<file path="config.mk">
export PLATFORM = sky130hd
export DESIGN_NAME = frame_capture
export DESIGN_NICKNAME = d
export VERILOG_FILES = /design/src/rtl/frame_capture.sv
export SDC_FILE = /design/constraint.sdc
export NUM_CORES = 1
export LEC_CHECK = 0
export ABC_AREA = 1
export CAP_MARGIN = 20
export CORE_ASPECT_RATIO = 1.1
export CORE_MARGIN = 1.5
export CORE_UTILIZATION = 40
export DETAILED_ROUTE_END_ITERATION = 12
export PLACE_DENSITY = 0.64
export SYNTH_ARGS = -nofsm -noshare
export SYNTH_HDL_FRONTEND = slang
export SYNTH_SLANG_ARGS = --single-unit
</file>
<file path="constraint.sdc">
create_clock -name video_clk -period 1.55 [get_ports video_clk]
set_input_delay 0.155 -clock video_clk [delete_from_list [all_inputs] [get_ports video_clk]]
set_output_delay 0.155 -clock video_clk [all_outputs]
set_load 0.1 [all_outputs]
</file>
<file path="src/rtl/frame_capture.sv">
// Camera-to-frame-buffer writer: assembles RGB444 byte pairs into 12-bit pixel writes at x + y*H_ACTIVE.
// Latency: second byte of a pixel sampled at edge n -> write strobe, address and data valid after edge n+1.
// Backpressure: none; one write every other cycle at most, the BRAM write port must take every strobe.
module frame_capture #(
  parameter int H_ACTIVE = 640,
  parameter int V_ACTIVE = 480
) (
  input  logic        video_clk,
  input  logic        reset,
  input  logic        capture_en,
  input  logic        cam_vsync,
  input  logic        cam_href,
  input  logic [7:0]  cam_data,
  output logic [18:0] memory_addr,
  output logic [11:0] write_data,
  output logic        write_en,
  output logic        frame_done,
  output logic        busy
);

  // Window limits sized to the counters that are compared against them.
  localparam logic [10:0] X_LIMIT   = 11'(H_ACTIVE);
  localparam logic [9:0]  Y_LIMIT   = 10'(V_ACTIVE);
  localparam logic [18:0] LINE_STEP = 19'(H_ACTIVE);

  typedef enum logic [1:0] {
    IDLE       = 2'd0,
    WAIT_START = 2'd1,
    CAPTURE    = 2'd2
  } state_t;

  state_t state;
  state_t state_next;

  // Registered camera pins plus one extra delay on the framing strobes for edge detection.
  logic       vsync_q;
  logic       vsync_d;
  logic       href_q;
  logic       href_d;
  logic [7:0] data_q;

  logic vsync_fall;
  logic vsync_rise;
  logic href_fall;

  // FSM decodes
  logic frame_start;
  logic frame_end;

  // Pixel assembly state
  logic        byte_phase;
  logic [3:0]  red_nib;
  logic [10:0] x;
  logic [9:0]  y;
  logic [18:0] line_base;

  logic in_capture;
  logic pixel_done;
  logic in_window;
  logic pixel_write;

  assign vsync_fall = vsync_d & ~vsync_q;
  assign vsync_rise = ~vsync_d & vsync_q;
  assign href_fall  = href_d & ~href_q;

  assign in_capture  = (state == CAPTURE);
  // A pixel completes on the second byte of a pair; the line-end edge never coincides with a byte.
  assign pixel_done  = in_capture & href_q & byte_phase;
  assign in_window   = (x < X_LIMIT) && (y < Y_LIMIT);
  assign pixel_write = pixel_done & in_window;

  // Register the camera pins once so every decision below sees a single-cycle-aligned view.
  always_ff @(posedge video_clk) begin
    if (reset) begin
      vsync_q <= 1'b0;
      vsync_d <= 1'b0;
      href_q  <= 1'b0;
      href_d  <= 1'b0;
      data_q  <= 8'd0;
    end else begin
      vsync_q <= cam_vsync;
      vsync_d <= vsync_q;
      href_q  <= cam_href;
      href_d  <= href_q;
      data_q  <= cam_data;
    end
  end

  // State register.
  always_ff @(posedge video_clk) begin
    if (reset) begin
      state <= IDLE;
    end else begin
      state <= state_next;
    end
  end

  // Next-state logic: arm on enable, start on vsync fall, always finish a started frame on vsync rise.
  always_comb begin
    state_next  = state;
    frame_start = 1'b0;
    frame_end   = 1'b0;
    case (state)
      IDLE: begin
        if (capture_en) begin
          state_next = WAIT_START;
        end
      end
      WAIT_START: begin
        if (!capture_en) begin
          state_next = IDLE;
        end else if (vsync_fall) begin
          state_next  = CAPTURE;
          frame_start = 1'b1;
        end
      end
      CAPTURE: begin
        if (vsync_rise) begin
          frame_end  = 1'b1;
          state_next = capture_en ? WAIT_START : IDLE;
        end
      end
      default: begin
        state_next = IDLE;
      end
    endcase
  end

  // Byte pairing and x/y/line_base tracking; line end and frame end may land on the same cycle.
  always_ff @(posedge video_clk) begin
    if (reset) begin
      byte_phase <= 1'b0;
      red_nib    <= 4'd0;
      x          <= 11'd0;
      y          <= 10'd0;
      line_base  <= 19'd0;
    end else if (frame_start) begin
      byte_phase <= 1'b0;
      x          <= 11'd0;
      y          <= 10'd0;
      line_base  <= 19'd0;
    end else if (in_capture) begin
      if (href_fall) begin
        // An unpaired trailing byte is dropped by resetting the phase here.
        byte_phase <= 1'b0;
        x          <= 11'd0;
        if (y < Y_LIMIT) begin
          y         <= y + 10'd1;
          line_base <= line_base + LINE_STEP;
        end
      end else if (href_q) begin
        byte_phase <= ~byte_phase;
        if (!byte_phase) begin
          red_nib <= data_q[3:0];
        end else if (x < X_LIMIT) begin
          // x stops at the limit: anything past it is clipped anyway and the counter cannot wrap.
          x <= x + 11'd1;
        end
      end
    end
  end

  // Registered write port and status outputs; address and data hold between strobes.
  always_ff @(posedge video_clk) begin
    if (reset) begin
      memory_addr <= 19'd0;
      write_data  <= 12'd0;
      write_en    <= 1'b0;
      frame_done  <= 1'b0;
      busy        <= 1'b0;
    end else begin
      write_en   <= pixel_write;
      frame_done <= frame_end;
      busy       <= in_capture;
      if (pixel_write) begin
        memory_addr <= line_base + {8'd0, x};
        write_data  <= {red_nib, data_q};
      end
    end
  end

endmodule

</file>
==> results of run 1 <==
==> layer usage <==
layer  GRT usage, %  wire length [um]
met1          22.52              4005
met2          31.05              4390
met3          3.057               354
met4          8.193               187
met5              0                 0
==> layout make-up <==
type	count	area (um2)	share of cell area, %
Clock buffer	11	151.4	2.902
Clock inverter	5	33.78	0.6476
Inverter	67	256.5	4.917
Multi-Input combinational cell	372	1810	34.71
Sequential cell	86	1728	33.13
Tap cell	114	142.6	2.734
Timing Repair Buffer	80	1094	20.96
==> state kept, by name, summed over array words and instances (netlist names), 2 cells and up <==
name	cells
memory_addr	19
line_base	12
write_data	12
x	11
y	10
data_q	8
red_nib	4
state	2
==> cells in the final DEF, fill, tap and decap left out, types with 3 or more instances in the layout <==
| master | count |
|---|---|
| nor2_1 | 114 |
| nand2_1 | 105 |
| dfxtp_1 | 81 |
| inv_1 | 61 |
| o21ai_0 | 38 |
| buf_12 | 36 |
| a21oi_1 | 28 |
| buf_4 | 27 |
| nand3_1 | 25 |
| clkdlybuf4s50_1 | 12 |
| o21ai_1 | 11 |
| clkbuf_8 | 11 |
| nor3_1 | 8 |
| nand2_2 | 7 |
| inv_2 | 5 |
| nor2_2 | 5 |
| xor2_1 | 5 |
| dfxtp_2 | 5 |
| ha_1 | 4 |
| buf_6 | 4 |
| nand4_1 | 3 |
| nand3_2 | 3 |
| ha_4 | 3 |
==> logic make-up (layout without fill, tap and decap cells) <==
| kind of cell | count (synthesis) | in the layout | synth area share [%] |
|---|---|---|---|
| xor gates and xnor gates | 7 | 7 | 1.632 |
| and+or+nand+nor | 277 | 277 | 29.75 |
| adders and majority gates | 8 | 8 | 2.865 |
| buffers and inverters | 85 | 163 | 9.127 |
| DFF | 86 | 86 | 45.84 |
| AOI/OAI and AO/OA | 80 | 80 | 10.79 |
==> final timing paths <==
check / startpoint / to / depth (start not counted)
max: line_base[7] / memory_addr[17] / 10
min: cam_data[4] / data_q[4] / 3
max reg2reg: line_base[7] / memory_addr[17] / 10
min reg2reg: y[9] / y[9] / 2
==> per-stage QoR <==
stage               utilization (%)  total power, W  hold WS (ns)    TNS, ns
floorplan                         -        0.002357        0.2620  -0.001791
CTS                           56.32        0.003875        0.2966    -0.2032
detailed placement            54.01        0.002422        0.4379    -0.2165
finish                        57.90        0.003833        0.3119    -0.5371
global route                  57.90        0.004004        0.3087     -1.283
global placement              54.01        0.002421        0.4368   -0.03109
==> critical path: stages, from the launching register on <==
cell and delay [ns]:
dfxtp_2 0.36, ha_4 0.14, inv_2 0.03, fa_2 0.35, nand3b_1 0.19, nand2_2 0.14, nand2_2 0.08, o21ai_2 0.13
nand3_1 0.09, nand2_1 0.06, inv_1 0.03
==> power by group through the flow <==
stage / registers, W / logic [W] / clock network, W
6_report: 0.00223 / 0.000138 / 0.00146
3_5_place_dp: 0.00229 / 0.000137 / 0
4_1_cts: 0.00223 / 0.000138 / 0.00150
3_3_place_gp: 0.00228 / 0.000136 / 0
5_1_grt: 0.00224 / 0.000156 / 0.00161
2_1_floorplan: 0.00228 / 0.0000721 / 0
==> what timing repair did <==
item                                    4_1_cts  5_1_grt
endpoints found under the setup margin        4       38
gates cloned                                  0        1
endpoints found under the hold margin         0        0
buffers inserted                              2        5
hold buffers                                  0        0
resized for setup                             3       33
pin swaps                                     1       11
==> results.md, run 1 <==
- CTS clk-pin slew, worst paths: 0.09 ns
- Max Freq: slightly below 600 MHz
- Power density over the cells: 734.8 nW/um2
- Area fraction of the dominant cell type after synthesis: 45.84%
- Initial DRC Count: 175
- CP required: approximately 1.8 ns
- Flop pwr share: around three fifths
- Antenna Nets Post-Route: 0
- Die X: 95.40 um
- CP Class: flip-flop to flip-flop
- Die Ht: 104.6 um
- Setup crit start kind: flip-flop
- Period Utilization, post-route: 109.6%
- Antenna violations before repair: 0
- DIE AREA: roughly 10000 um2
- Grt ovf: 0
- Placed insts: 713
- First-pass GRT wire length: 14580 um
- Total GRT Usage: 18.39%
- Final Max Slew Viols: 0
- Crit path DAT: between 1.5 and 2 ns
- Post-synth cell types: 27
- Clk Latency, worst-skew pair: 0.35 ns
- Worst Setup Slack, final: -0.1484 ns
- CORE AREA: approximately 9000 um2
- Internal Power: 0.002953 W
- Setup Skew: 0.006009 ns
- Commonest cells post-synth: 118 x nor2_1, 110 x nand2_1, 86 x dfxtp_1
- Cell Area, Placed: slightly below 5000 um2
- Nets@finish: 637
- Diode count: 0
- Clk pwr share: between 30% and 40%
- Min-delay worst type: input pin to flip-flop
- Synth warn: 0
- WL/cell: 12.16 um
- Ys async rst share: 0%
- Largest area contributor in the netlist: dfxtp_1
- FF+latch count, synth: 86
- Most common cell in the synthesized netlist: nor2_1
- Total routed wirelength: 8937 um
- # setup viols final: 5
- Root Buffer Master: clkbuf_8
- MaxCap Viol Count: 0
- Final Hold Fails: 0
- Sequential cell area fraction in the yosys report: between 40% and 50%
- Boundary pin count: 47
- Routability cong.: 0.9471
- Top FF cell, synth: dfxtp_1
- Worst setup EP type: flip-flop
- FF-to-FF setup slack: -0.15 ns
- Remaining DRCs: 0
- Initial core utilization: 41.69%
- Pre-CTS WS: -0.07891 ns
- Slew headroom: 64.65%
- Status: finished, violations left
- Post-synth EDFFs: 0
- Ranking of synthesized cells by area: dfxtp_1 46%, nor2_1 12%, nand2_1 11%
- Failing checks: negative setup slack
- Sw Share: 22.95%
- Avg Cell Area, Syn: roughly 6.9 um2
- Pin count of the biggest net entering global routing: 33
- # fillers: 833
- RSZ-0062 raised after global routing: true
- NetSw: 0.0008794 W
- Synth Cell Area: 3756 um2
- DR pass1 iterations: 4
- Minimum clock period after layout: 1.698 ns
- Fraction of layout cells with a size suffix above 1: 19.32%
- Mapped Nets: 564
- Row count: 36
- Syn Inst Count: 543
- Clk buf depth: 2
- Vias in the first global route: 3307
- CTS tree: done
- Post-route insts no fill: 735
- Vias: roughly 3500
- Dpl hpwl: 6357 um
- CP max FO: 4
- Power share of the combinational group: between 3 and 4%
- P_leak: between 2 and 2.5 nW
- Routed vias/inst: between 4 and 5
- Synth-to-layout area growth: 38.87%
- Total CTS buffers: 9
- Slew at the pin closest to its max-slew limit: between 0.5 and 0.6 ns
- H-Tree Depth: 3
- Post-Layout Inst Area: 5216 um2
- Clock sink count: 86
- Peak supply drop: 0.3936 mV
- IO buf count: 46
(Power assumes the default switching activity.)
==> inputs of run 2 (changes only) <==
--- a/config.mk
+++ b/config.mk
@@ -10,6 +10,7 @@
 export CORE_ASPECT_RATIO = 1.1
 export CORE_MARGIN = 1.5
 export CORE_UTILIZATION = 40
+export CTS_CLUSTER_SIZE = 28
 export DETAILED_ROUTE_END_ITERATION = 12
 export PLACE_DENSITY = 0.64
 export SYNTH_ARGS = -nofsm -noshare
==> results of run 2 <==
Final layout, timing and power as in run 1 (identical DEF).
==> inputs of run 3 (changes only) <==
--- a/config.mk
+++ b/config.mk
@@ -12,7 +12,8 @@
 export CORE_UTILIZATION = 40
 export CTS_CLUSTER_SIZE = 28
 export DETAILED_ROUTE_END_ITERATION = 12
-export PLACE_DENSITY = 0.64
+export PLACE_DENSITY = 0.61
+export SLEW_MARGIN = 20
 export SYNTH_ARGS = -nofsm -noshare
 export SYNTH_HDL_FRONTEND = slang
 export SYNTH_SLANG_ARGS = --single-unit
==> run 3 against run 2 <==
  * The flow still finishes with violations (negative setup slack)
  * Register-to-register slack improved by 0.12 ns
  * Utilization rose by 0.25 points
  * Critical path type unchanged
  * Sequential power barely moved
  * Largest cell class unchanged
  * Setup slack improved by 0.12 ns
  * Cell count rose by 0.82%
  * Clock-buffer cell count fell by 1
==> results.md, run 3 (synthesized netlist as in run 1, its figures left out) <==
- Most flops, register: memory_addr
- Worst setup EP type: flip-flop
- Diode count: 0 (unchanged)
- Remaining DRCs: 0 (unchanged)
- Antenna violations before repair: 0 (unchanged)
- Total routed wirelength: 8756 um (-2.0%)
- Biggest regs: memory_addr x19, line_base x12, write_data x12
- CP Class: flip-flop to flip-flop
- Antenna Nets Post-Route: 0 (unchanged)
- CP max FO: 4 (unchanged)
- Power share of the combinational group: 3.5% (about the same)
- Synth-to-layout area growth: 39.47%
- # fillers: 846 (+1.6%)
- Total CTS buffers: 9 (unchanged)
- Boundary pin count: 47 (unchanged)
- Row count: 36 (unchanged)
- NetSw: 0.0009218 W (+4.8%)
- Die Ht: 104.6 um (unchanged)
- H-Tree Depth: 3 (unchanged)
- Routability cong.: 0.8535 (-9.9%)
- Critical path destination: memory_addr[17]
- Max reg flops: 19 (unchanged)
- Initial core utilization: 41.69% (unchanged)
- Setup crit start kind: flip-flop
- Routed vias/inst: 4.769 (-0.64%)
- Clk buf depth: 2 (unchanged)
- MaxCap Viol Count: 0 (unchanged)
- Hold_buf cts: 0 (unchanged)
- Pin count of the biggest net entering global routing: 33 (unchanged)
- P_leak: 2.130 nW (+1.3%)
- Slew headroom: 72.62% (+8.0 points)
- Grt ovf: 0 (unchanged)
- Setup Skew: 0.01668 ns (+0.01067 ns)
- Final Hold Fails: 0 (unchanged)
- Peak supply drop: 0.3666 mV (-6.9%)
- Min-delay worst type: input pin to flip-flop
- # setup viols final: 4 (-1)
- Die X: 95.40 um (unchanged)
- Period Utilization, post-route: 101.8% (-7.8 points)
- Nets@finish: 643 (+0.94%)
- Crit Reg-Reg Startpoint: line_base[7]
- Failing checks: negative setup slack
- CTS tree: done
- Clock sink count: 86 (unchanged)
- Flop pwr share: 56.3% (-2.0 points)
- Worst Setup Slack, final: -0.02726 ns (+0.1211 ns)
- Minimum clock period after layout: 1.577 ns (-0.1211 ns)
- Vias in the first global route: 3262 (-1.4%)
- Cell Area, Placed: 4916 um2 (+1.0%)
- Worst Setup SP: line_base[7]
- Initial DRC Count: 132 (-25%)
- Final Max Slew Viols: 0 (unchanged)
- CORE AREA: 9009 um2 (unchanged)
- FF-to-FF path depth: 10 (unchanged)
- Sw Share: 23.23% (+0.29 points)
- Internal Power: 0.003045 W (+3.1%)
- WL/cell: 11.82 um (-2.8%)
- First-pass GRT wire length: 14630 um (+0.38%)
- Post-Layout Inst Area: 5239 um2 (+0.43%)
- RSZ-0062 raised after global routing: true
- IO buf count: 46 (unchanged)
- DR pass1 iterations: 4 (unchanged)
- Most frequent cells in the layout: 115 x nor2_1, 104 x nand2_1, 81 x dfxtp_1, 62 x inv_1, 40 x o21ai_0
- Clk pwr share: 40.2% (+2.1 points)
- Most common cell after layout, fill and taps aside: nor2_1
- CTS clk-pin slew, worst paths: 0.09 ns (about the same)
- Vias: 3534 (+0.17%)
- Dpl hpwl: 6462 um (+1.6%)
- CP required: 1.82 ns (about the same)
- Pre-CTS WS: -0.06741 ns (+0.01150 ns)
- Max Freq: 634.0 MHz (+7.7%)
- Status: finished, violations left
- Fraction of layout cells with a size suffix above 1: 18.82% (-0.50 points)
- Reg2reg end: memory_addr[17]
- Fin util: 58.15% (+0.25 points)
- Clk Latency, worst-skew pair: 0.36 ns (about the same)
- Slew at the pin closest to its max-slew limit: 0.4075 ns (-0.1187 ns)
- DIE AREA: 9981 um2 (unchanged)
- Total GRT Usage: 18.63% (+0.24 points)
- Crit path DAT: 1.85 ns (-0.11 ns)
- FF-to-FF setup slack: -0.03 ns (+0.12 ns)
- Power density over the cells: 757.3 nW/um2 (+3.1%)
- Root Buffer Master: clkbuf_8
[run 3: cell types whose count changed in the layout (fill, tap and decap cells not counted), sizes merged]
| cell | previous run | this run |
|---|---|---|
| inv | 66 | 68 |
| clkinvlp | 2 | 1 |
| bufinv | 0 | 1 |
| clkinv | 4 | 3 |
| clkbuf | 11 | 10 |
| buf | 68 | 74 |
[run 3: metrics by stage]
| step | hold WS (ns) | power [W] | cells | TNS (ns) |
|---|---|---|---|---|
| 5_1_grt | 0.2905 | 0.004117 | 741 | -0.4903 |
| 3_5_place_dp | 0.4435 | 0.002423 | 718 | -0.6852 |
| 4_1_cts | 0.2824 | 0.004005 | 734 | -0.1230 |
| 2_1_floorplan | 0.2620 | 0.002357 | 543 | -0.001791 |
| 6_report | 0.2956 | 0.003967 | 741 | -0.07226 |
| 3_3_place_gp | 0.4343 | 0.002421 | 718 | -0.03415 |
[run 3: area by class of cell]
cell class	count	area, um2	area share, %
clock inverters	6	68.82	1.314
flip-flops and latches	86	1728	32.98
inverters	67	259.0	4.944
well taps	114	142.6	2.723
multi-input cells	372	1769	33.77
repair buffers	86	1144	21.83
clock buffers	10	127.6	2.436
[run 3: timing repair]
item / in CTS / in global routing
setup buffers: 0 / 6
hold endpoints to repair: 0 / 0
pin swaps: 0 / 4
gates cloned: 0 / 1
endpoints found under the setup margin: 9 / 42
resized for setup: 4 / 21
[run 3: power groups by stage]
stage               combinational, W  clock (W)  sequential [W]
floorplan                  0.0000721          0         0.00228
global placement            0.000136          0         0.00228
detailed placement          0.000138          0         0.00229
CTS                         0.000139    0.00163         0.00223
global route                0.000157    0.00172         0.00224
finish                      0.000141    0.00159         0.00223
[run 3: worst min-delay path by stage]
stage	startpoint	depth (start not counted)	slack (ns)	end
detailed placement	y[9]	2	0.44	y[9]
global placement	y[9]	2	0.43	y[9]
global route	cam_data[2]	3	0.29	data_q[2]
finish	cam_data[2]	3	0.30	data_q[2]
CTS	cam_data[2]	3	0.28	data_q[2]
floorplan	cam_data[0]	2	0.26	data_q[0]
[run 3: per-layer routing]
layer	track usage, %	wire (um)	part of all wire [%]	up-vias
li1	-	-	-	1862
met2	30.50	4097	47	68
met5	0	0	0	-
met4	8.298	188	2.1	0
met1	23.47	4101	47	1588
met3	3.421	367	4.2	16
[run 3: worst max-delay path, cell delays in order, from the launching register on]
cell	delay, ns
dfxtp_2	0.36
ha_4	0.14
inv_2	0.04
fa_2	0.33
nand3b_1	0.18
nand2_2	0.11
nand2_2	0.07
o21ai_1	0.11
nand3_1	0.07
nand2_1	0.06
inv_1	0.03
